==> config.mk <==
export PLATFORM = sky130hd
export DESIGN_NAME = cla32_stream_accumulator
export DESIGN_NICKNAME = d
export VERILOG_FILES = /design/src/rtl/cla32_stream_accumulator.sv
export SDC_FILE = /design/constraint.sdc
export NUM_CORES = 1
export LEC_CHECK = 0
export CORE_MARGIN = 5
export CORE_UTILIZATION = 48
export CTS_CLUSTER_DIAMETER = 40
export DETAILED_ROUTE_END_ITERATION = 7
export GPL_TIMING_DRIVEN = 0
export PLACE_DENSITY = 0.87
export REMOVE_ABC_BUFFERS = 1
export SLEW_MARGIN = 10
export SYNTH_ARGS = -nofsm -noshare
export SYNTH_HDL_FRONTEND = slang
export SYNTH_SLANG_ARGS = --single-unit
==> constraint.sdc <==
create_clock -name clk -period 2.7 [get_ports clk]
set_input_delay 0.54 -clock clk [delete_from_list [all_inputs] [get_ports clk]]
set_output_delay 0.54 -clock clk [all_outputs]
set_load 0.005 [all_outputs]
==> src/rtl/cla32_stream_accumulator.sv <==
// rtl/cla32_stream_accumulator.sv - packet running-sum sequencer around an external 32-bit CLA adder
// Sums each last-flagged input packet and presents total, carry count and beat count on a valid/ready port.
module cla32_stream_accumulator #(
  parameter int WIDTH = 32,
  parameter int CNT_W = 8
) (
  input  logic             clk,
  input  logic             rst_n,
  input  logic             in_valid,
  output logic             in_ready,
  input  logic [WIDTH-1:0] in_data,
  input  logic             in_last,
  output logic [WIDTH-1:0] add_a,
  output logic [WIDTH-1:0] add_b,
  output logic             add_cin,
  input  logic [WIDTH-1:0] add_sum,
  input  logic             add_cout,
  output logic             out_valid,
  input  logic             out_ready,
  output logic [WIDTH-1:0] out_sum,
  output logic [CNT_W-1:0] out_carries,
  output logic [CNT_W-1:0] out_beats,
  output logic             out_sat
);

  typedef enum logic [1:0] {
    S_IDLE  = 2'd0,
    S_ACCUM = 2'd1,
    S_HOLD  = 2'd2
  } state_t;

  localparam logic [CNT_W-1:0] CNT_MAX = '1;
  localparam logic [CNT_W-1:0] CNT_ONE = CNT_W'(1);

  state_t           r_state;
  state_t           w_state_nxt;
  logic             r_live;
  logic [WIDTH-1:0] r_acc;
  logic [CNT_W-1:0] r_carries;
  logic [CNT_W-1:0] r_beats;
  logic             r_sat;
  logic [WIDTH-1:0] r_out_sum;
  logic [CNT_W-1:0] r_out_carries;
  logic [CNT_W-1:0] r_out_beats;
  logic             r_out_sat;

  logic             w_accept;
  logic             w_first;
  logic [CNT_W-1:0] w_beats_nxt;
  logic [CNT_W-1:0] w_carries_nxt;
  logic             w_sat_nxt;

  // in_ready stays low until the first clock edge after reset release
  assign in_ready    = r_live && (r_state != S_HOLD);
  assign w_accept    = in_valid && in_ready;
  assign w_first     = (r_state == S_IDLE);

  assign add_a       = w_first ? '0 : r_acc;
  assign add_b       = in_data;
  assign add_cin     = 1'b0;

  assign out_valid   = (r_state == S_HOLD);
  assign out_sum     = r_out_sum;
  assign out_carries = r_out_carries;
  assign out_beats   = r_out_beats;
  assign out_sat     = r_out_sat;

  always_comb begin
    w_beats_nxt   = r_beats;
    w_carries_nxt = r_carries;
    w_sat_nxt     = r_sat;
    if (w_first) begin
      w_beats_nxt   = CNT_ONE;
      w_carries_nxt = add_cout ? CNT_ONE : '0;
      w_sat_nxt     = 1'b0;
    end else begin
      if (r_beats != CNT_MAX) begin
        w_beats_nxt = r_beats + CNT_ONE;
      end
      if (add_cout && (r_carries != CNT_MAX)) begin
        w_carries_nxt = r_carries + CNT_ONE;
      end
      w_sat_nxt = r_sat || (r_beats == CNT_MAX) || (add_cout && (r_carries == CNT_MAX));
    end
  end

  always_comb begin
    w_state_nxt = r_state;
    case (r_state)
      S_IDLE: begin
        if (w_accept) begin
          w_state_nxt = in_last ? S_HOLD : S_ACCUM;
        end
      end
      S_ACCUM: begin
        if (w_accept && in_last) begin
          w_state_nxt = S_HOLD;
        end
      end
      S_HOLD: begin
        if (out_ready) begin
          w_state_nxt = S_IDLE;
        end
      end
      default: w_state_nxt = S_IDLE;
    endcase
  end

  always_ff @(posedge clk or negedge rst_n) begin
    if (!rst_n) begin
      r_state <= S_IDLE;
      r_live  <= 1'b0;
    end else begin
      r_state <= w_state_nxt;
      r_live  <= 1'b1;
    end
  end

  always_ff @(posedge clk or negedge rst_n) begin
    if (!rst_n) begin
      r_acc         <= '0;
      r_carries     <= '0;
      r_beats       <= '0;
      r_sat         <= 1'b0;
      r_out_sum     <= '0;
      r_out_carries <= '0;
      r_out_beats   <= '0;
      r_out_sat     <= 1'b0;
    end else if (w_accept) begin
      r_acc     <= add_sum;
      r_carries <= w_carries_nxt;
      r_beats   <= w_beats_nxt;
      r_sat     <= w_sat_nxt;
      if (in_last) begin
        r_out_sum     <= add_sum;
        r_out_carries <= w_carries_nxt;
        r_out_beats   <= w_beats_nxt;
        r_out_sat     <= w_sat_nxt;
      end
    end
  end

endmodule

# Yosys cells after proc, flatten, opt, wreduce, memory -nomap -nowiden
# Index checks and enable logic that the tools add are counted.
dict set report word_totals {
  word_cells 44
  memories 0
  ram_bits 0
  mem_bits_ro 0
  latchBits 0
  input_bits 70
  reg_bits 101
  out_inout_bits 116
}
dict set report classes {
  div 0
  n_mul 0
  magnitude_cmp 0
  reduce_logical 10
  n_eq_ne 10
  shifts 0
  bitwise 0
  muxes 12
  n_addsub 2
}
# cell count
set ops {}
lappend ops {{$mux 32} 1}
lappend ops {{$mux 8} 4}
lappend ops {{$add 8x1->8 const B} 2}
lappend ops {{$eq 8x8->1 const B} 2}
lappend ops {{$ne 8x8->1 const B} 2}
lappend ops {{$mux 2} 4}
lappend ops {{$ne 2x2->1 const B} 3}
lappend ops {{$pmux 2 s3} 1}
lappend ops {{$logic_and 1x1->1} 5}
lappend ops {{$reduce_and 3->1} 1}
lappend ops {{$eq 2x1->1 const B} 1}
lappend ops {{$eq 2x2->1 const B} 1}
lappend ops {{$logic_not 2->1} 1}
lappend ops {{$logic_or 1x1->1} 2}
lappend ops {{$mux 1} 2}
lappend ops {{$ne 2x1->1 const B} 1}
lappend ops {{$reduce_and 2->1} 1}

# Logic depth before layout (Yosys ltp)
dict set report logic_depth {
  depth_word 6
  mapped_depth 6
}

# Least setup slack after synthesis
# No wires, ideal clock.
dict set report synth_timing {
  path_kind {reg-to-output}
  start {register r_state[1]}
  end {output port add_a[0]}
  arrival_ns 1.085
  path_stages_with_launch 5
  path_slack_ns 1.075
  n_path_buf 2
  cell_sequence {dfrtp_1 or2_1 buf_2 buf_2 and2_1}
}
dict set report synth_via {
  elab_chain_cells 2
}
# element line
set synth_rtl {}
lappend synth_rtl {{start, declared} 35} ;# state_t r_state;
lappend synth_rtl {{start signal, assigned} 114} ;# r_state <= w_state_nxt;
lappend synth_rtl {{$logic_not 2->1} 56} ;# assign w_first = (r_state == S_IDLE);
lappend synth_rtl {{$mux 32} 58} ;# assign add_a = w_first ? '0 : r_acc;
lappend synth_rtl {{end, declared} 13} ;# output logic [WIDTH-1:0] add_a,
# Every way passes these cells.

# Final worst setup path
dict set report layout_timing {
  start {register r_state[1]}
  end {output port add_a[29]}
}
# Same word-level chain as after synthesis.

==> impl_metrics.yaml <==
sta:
  hold_slack_ns: 0.170
  clock.fmax_ghz: 0.392
  setup_ws_ns: 0.151
  maxSlewHeadroom: 0.349
  setup_viol: 0
  rsz0062_at_grt: "no"
  hold_viol: 0
  worst_slew_pin_slew_ns: 0.972
  finalCriticalPeriod_ns: 2.55
  slew_viol_final: 0
  fin_crit_sh: 0.944
  finClkSkew_ns: 0.00892
critical_path:
  cp-end-kind: "primary output"
  critPathRequiredTime_ns: 2.16
  start_kind: "register"
  worstPathMaxFanout: 43
  crit_type: "register to primary output"
  cp_data_arrival_time_ns: 2.01
logic_synthesis:
  yosysSeqAreaShare: 0.522
  synth_area_leaders: "dfrtp_1, nand2_1, buf_4"
  ys_warn_count: 0
  ys_ff_latch: 101
  synth_cells: 544
  ys_types: 50
  synthesis.area_um2: 4840
  yosysTopAreaCell: "dfrtp_1"
  synth_area_per_cell_um2: 8.91
  synthDominantCellAreaShare: 0.522
final_layout:
  area_delta_synth_final_pct: 26.3
  drive_gt1_frac: 0.0612
  num_antenna_cells: 0
  final_nets: 688
  regArea_um2: 2530
  multi_input_comb_area_um2: 1910
  nFillCells: 835
drt:
  via_count: 3932
  route.detailed.drc: 0
  drtIter0Drc: 253
  vias_per_cell: 5.21
  dr.pass1.iters: 4
  routedWlPerCell_um: 16.7
  finalWirelength_um: 12600
  final_antenna_net_count: 0
hold_path:
  hold_path.class: "primary input to async pin"
pwr:
  p_leak_nw: 2.86
  power_per_cell_area_nw_per_um2: 640
  ir_drop_mv: 0.321
placed_design:
  io_buffers: 120
  place_congestion: 0.823
  place_hpwl_um: 8910
  post-place-ws_ns: 0.0197
status:
  outcome: "finished clean"
floorplan:
  die_x_um: 110
  rows: 36
  initial_core_util: 0.493
  die_h_um: 110
  die_area_um2: 12200
  design.core.area_um2: 9820
  num_io_pins: 186
clock_network:
  cts.path.max_buffers: 2
  cts-root-buf: "clkbuf_8"
  holdBufCountCts: 0
  cts_max_level: 3
  cts_buffers: 9
  cts_tree: "built"
  clkTransAtPathRegs_ns: 0.09
  cts_setup_buffers: 0
  cts.sinks: 101
  cts_resized: 1
  clock_latency_ns: 0.36
flow_run:
  max_cap_viol_count: 0
global_routing:
  grt_pass1_vias: 4078
  grt_usage: 0.209
  antenna_found_initial: 0
  grt_first_pass_wirelength_um: 20900
  grt_max_degree: 58
  grt_overflow: 0
metal layers:
layer,part of all wire,vias up,track usage
met4,0.017,0,0.0813
met1,0.42,1867,0.262
met5,0,-,0.0208
met2,0.47,173,0.323
li1,-,1873,-
met3,0.093,19,0.0810
through the flow:
stage	power, W	utilization	cell area, um^2	setup TNS (ns)	std cells
after floorplan	0.00227	-	4450	0	482
after global placement	0.00284	0.592	5810	-281.06	735
after detailed placement	0.00291	0.601	5900	0	738
after CTS	0.00395	0.623	6120	0	754
after global routing	0.00415	0.623	6120	0	754
final	0.00391	0.623	6120	0	754
cells in the mapped netlist, drive strengths merged:
cell type and count:
nand2 216, dfrtp 101, buf 53, and2 33, o21ai 25, a21oi 18, nor2 12, clkbuf 9
nand3 9, and3 6, a31oi 5, inv 5, o31ai 5, a22o 4, nor3 4, xnor2 4
a21o 3, and4 3, mux2i 3, nand4 3, a32o 2, conb 2, ha 2, nand2b 2
o21a 2, a211oi 1, a221oi 1, a311oi 1, a41o 1, nand4b 1, nor4b 1, o2111ai 1
o22a 1, o22ai 1, o311ai 1, or2 1, or3 1, xor2 1
where the power goes:
group / total (W) / switching, W / internal, W
sequential: 0.00188 / 0.000142 / 0.00174
clock: 0.00104 / 0.000523 / 0.000521
combinational: 0.000988 / 0.000443 / 0.000545
cell type report:
cell class / count / share of cell area
Sequential cell: 101 / 0.413
Timing Repair Buffer: 123 / 0.209
Tap cell: 133 / 0.0272
Multi-Input combinational cell: 376 / 0.312
Inverter: 5 / 0.00307
Clock inverter: 6 / 0.0143
Clock buffer: 10 / 0.0209
worst paths after layout:
| path | startpoint | cells after the start | slack, ns | endpoint |
|---|---|---|---|---|
| setup / recovery | r_state[1] | 3 | 0.15 | add_a[29] |
| hold / removal | rst_n | 1 | 0.17 | out_sum[1] |
| setup reg to reg | r_state[0] | 4 | 0.62 | out_beats[0] |
| hold reg to reg | r_acc[14] | 2 | 0.48 | r_acc[14] |
| max in group asynchronous | rst_n | 2 | 1.85 | r_beats[5] |
| min in group clk | r_acc[14] | 2 | 0.48 | r_acc[14] |
worst max-delay path, cell delays in order (launching register included):
cell             delay, ns
dfrtp_1               0.47
or2_4                 0.44
and2_1                0.21
clkdlybuf4s50_1       0.51
cells by family after synthesis:
group                      count (synthesis)  synth area share
other                                      2           0.00155
muxes                                      3           0.00620
buffers and inverters                     67            0.0863
and+or+nand+nor                          292             0.274
AOI/OAI and AO/OA                         72            0.0966
xor gates and xnor gates                   5           0.00904
adders and majority gates                  2           0.00516
DFF                                      101             0.522
placed cells by master, fill, tap and decap left out, types with 4 or more instances in the layout:
| cell | instances |
|---|---|
| a21oi_1 | 17 |
| clkdlybuf4s50_1 | 119 |
| nor2_1 | 12 |
| and3_1 | 5 |
| and2_1 | 33 |
| clkbuf_8 | 9 |
| a31oi_1 | 5 |
| xnor2_1 | 4 |
| dfrtp_1 | 101 |
| o21ai_0 | 9 |
| inv_1 | 5 |
| nand2_1 | 215 |
| o31ai_1 | 4 |
| a22o_1 | 4 |
| o21ai_1 | 15 |
| nand3_1 | 6 |
state kept, by name (all words and copies together) (netlist names):
signal	flops
r_beats	8
out_sat	1
r_carries	8
r_sat	1
r_acc	32
out_carries	8
r_live	1
r_state	2
out_sum	32
out_beats	8
No activity file was read; power rests on OpenSTA's default activity.
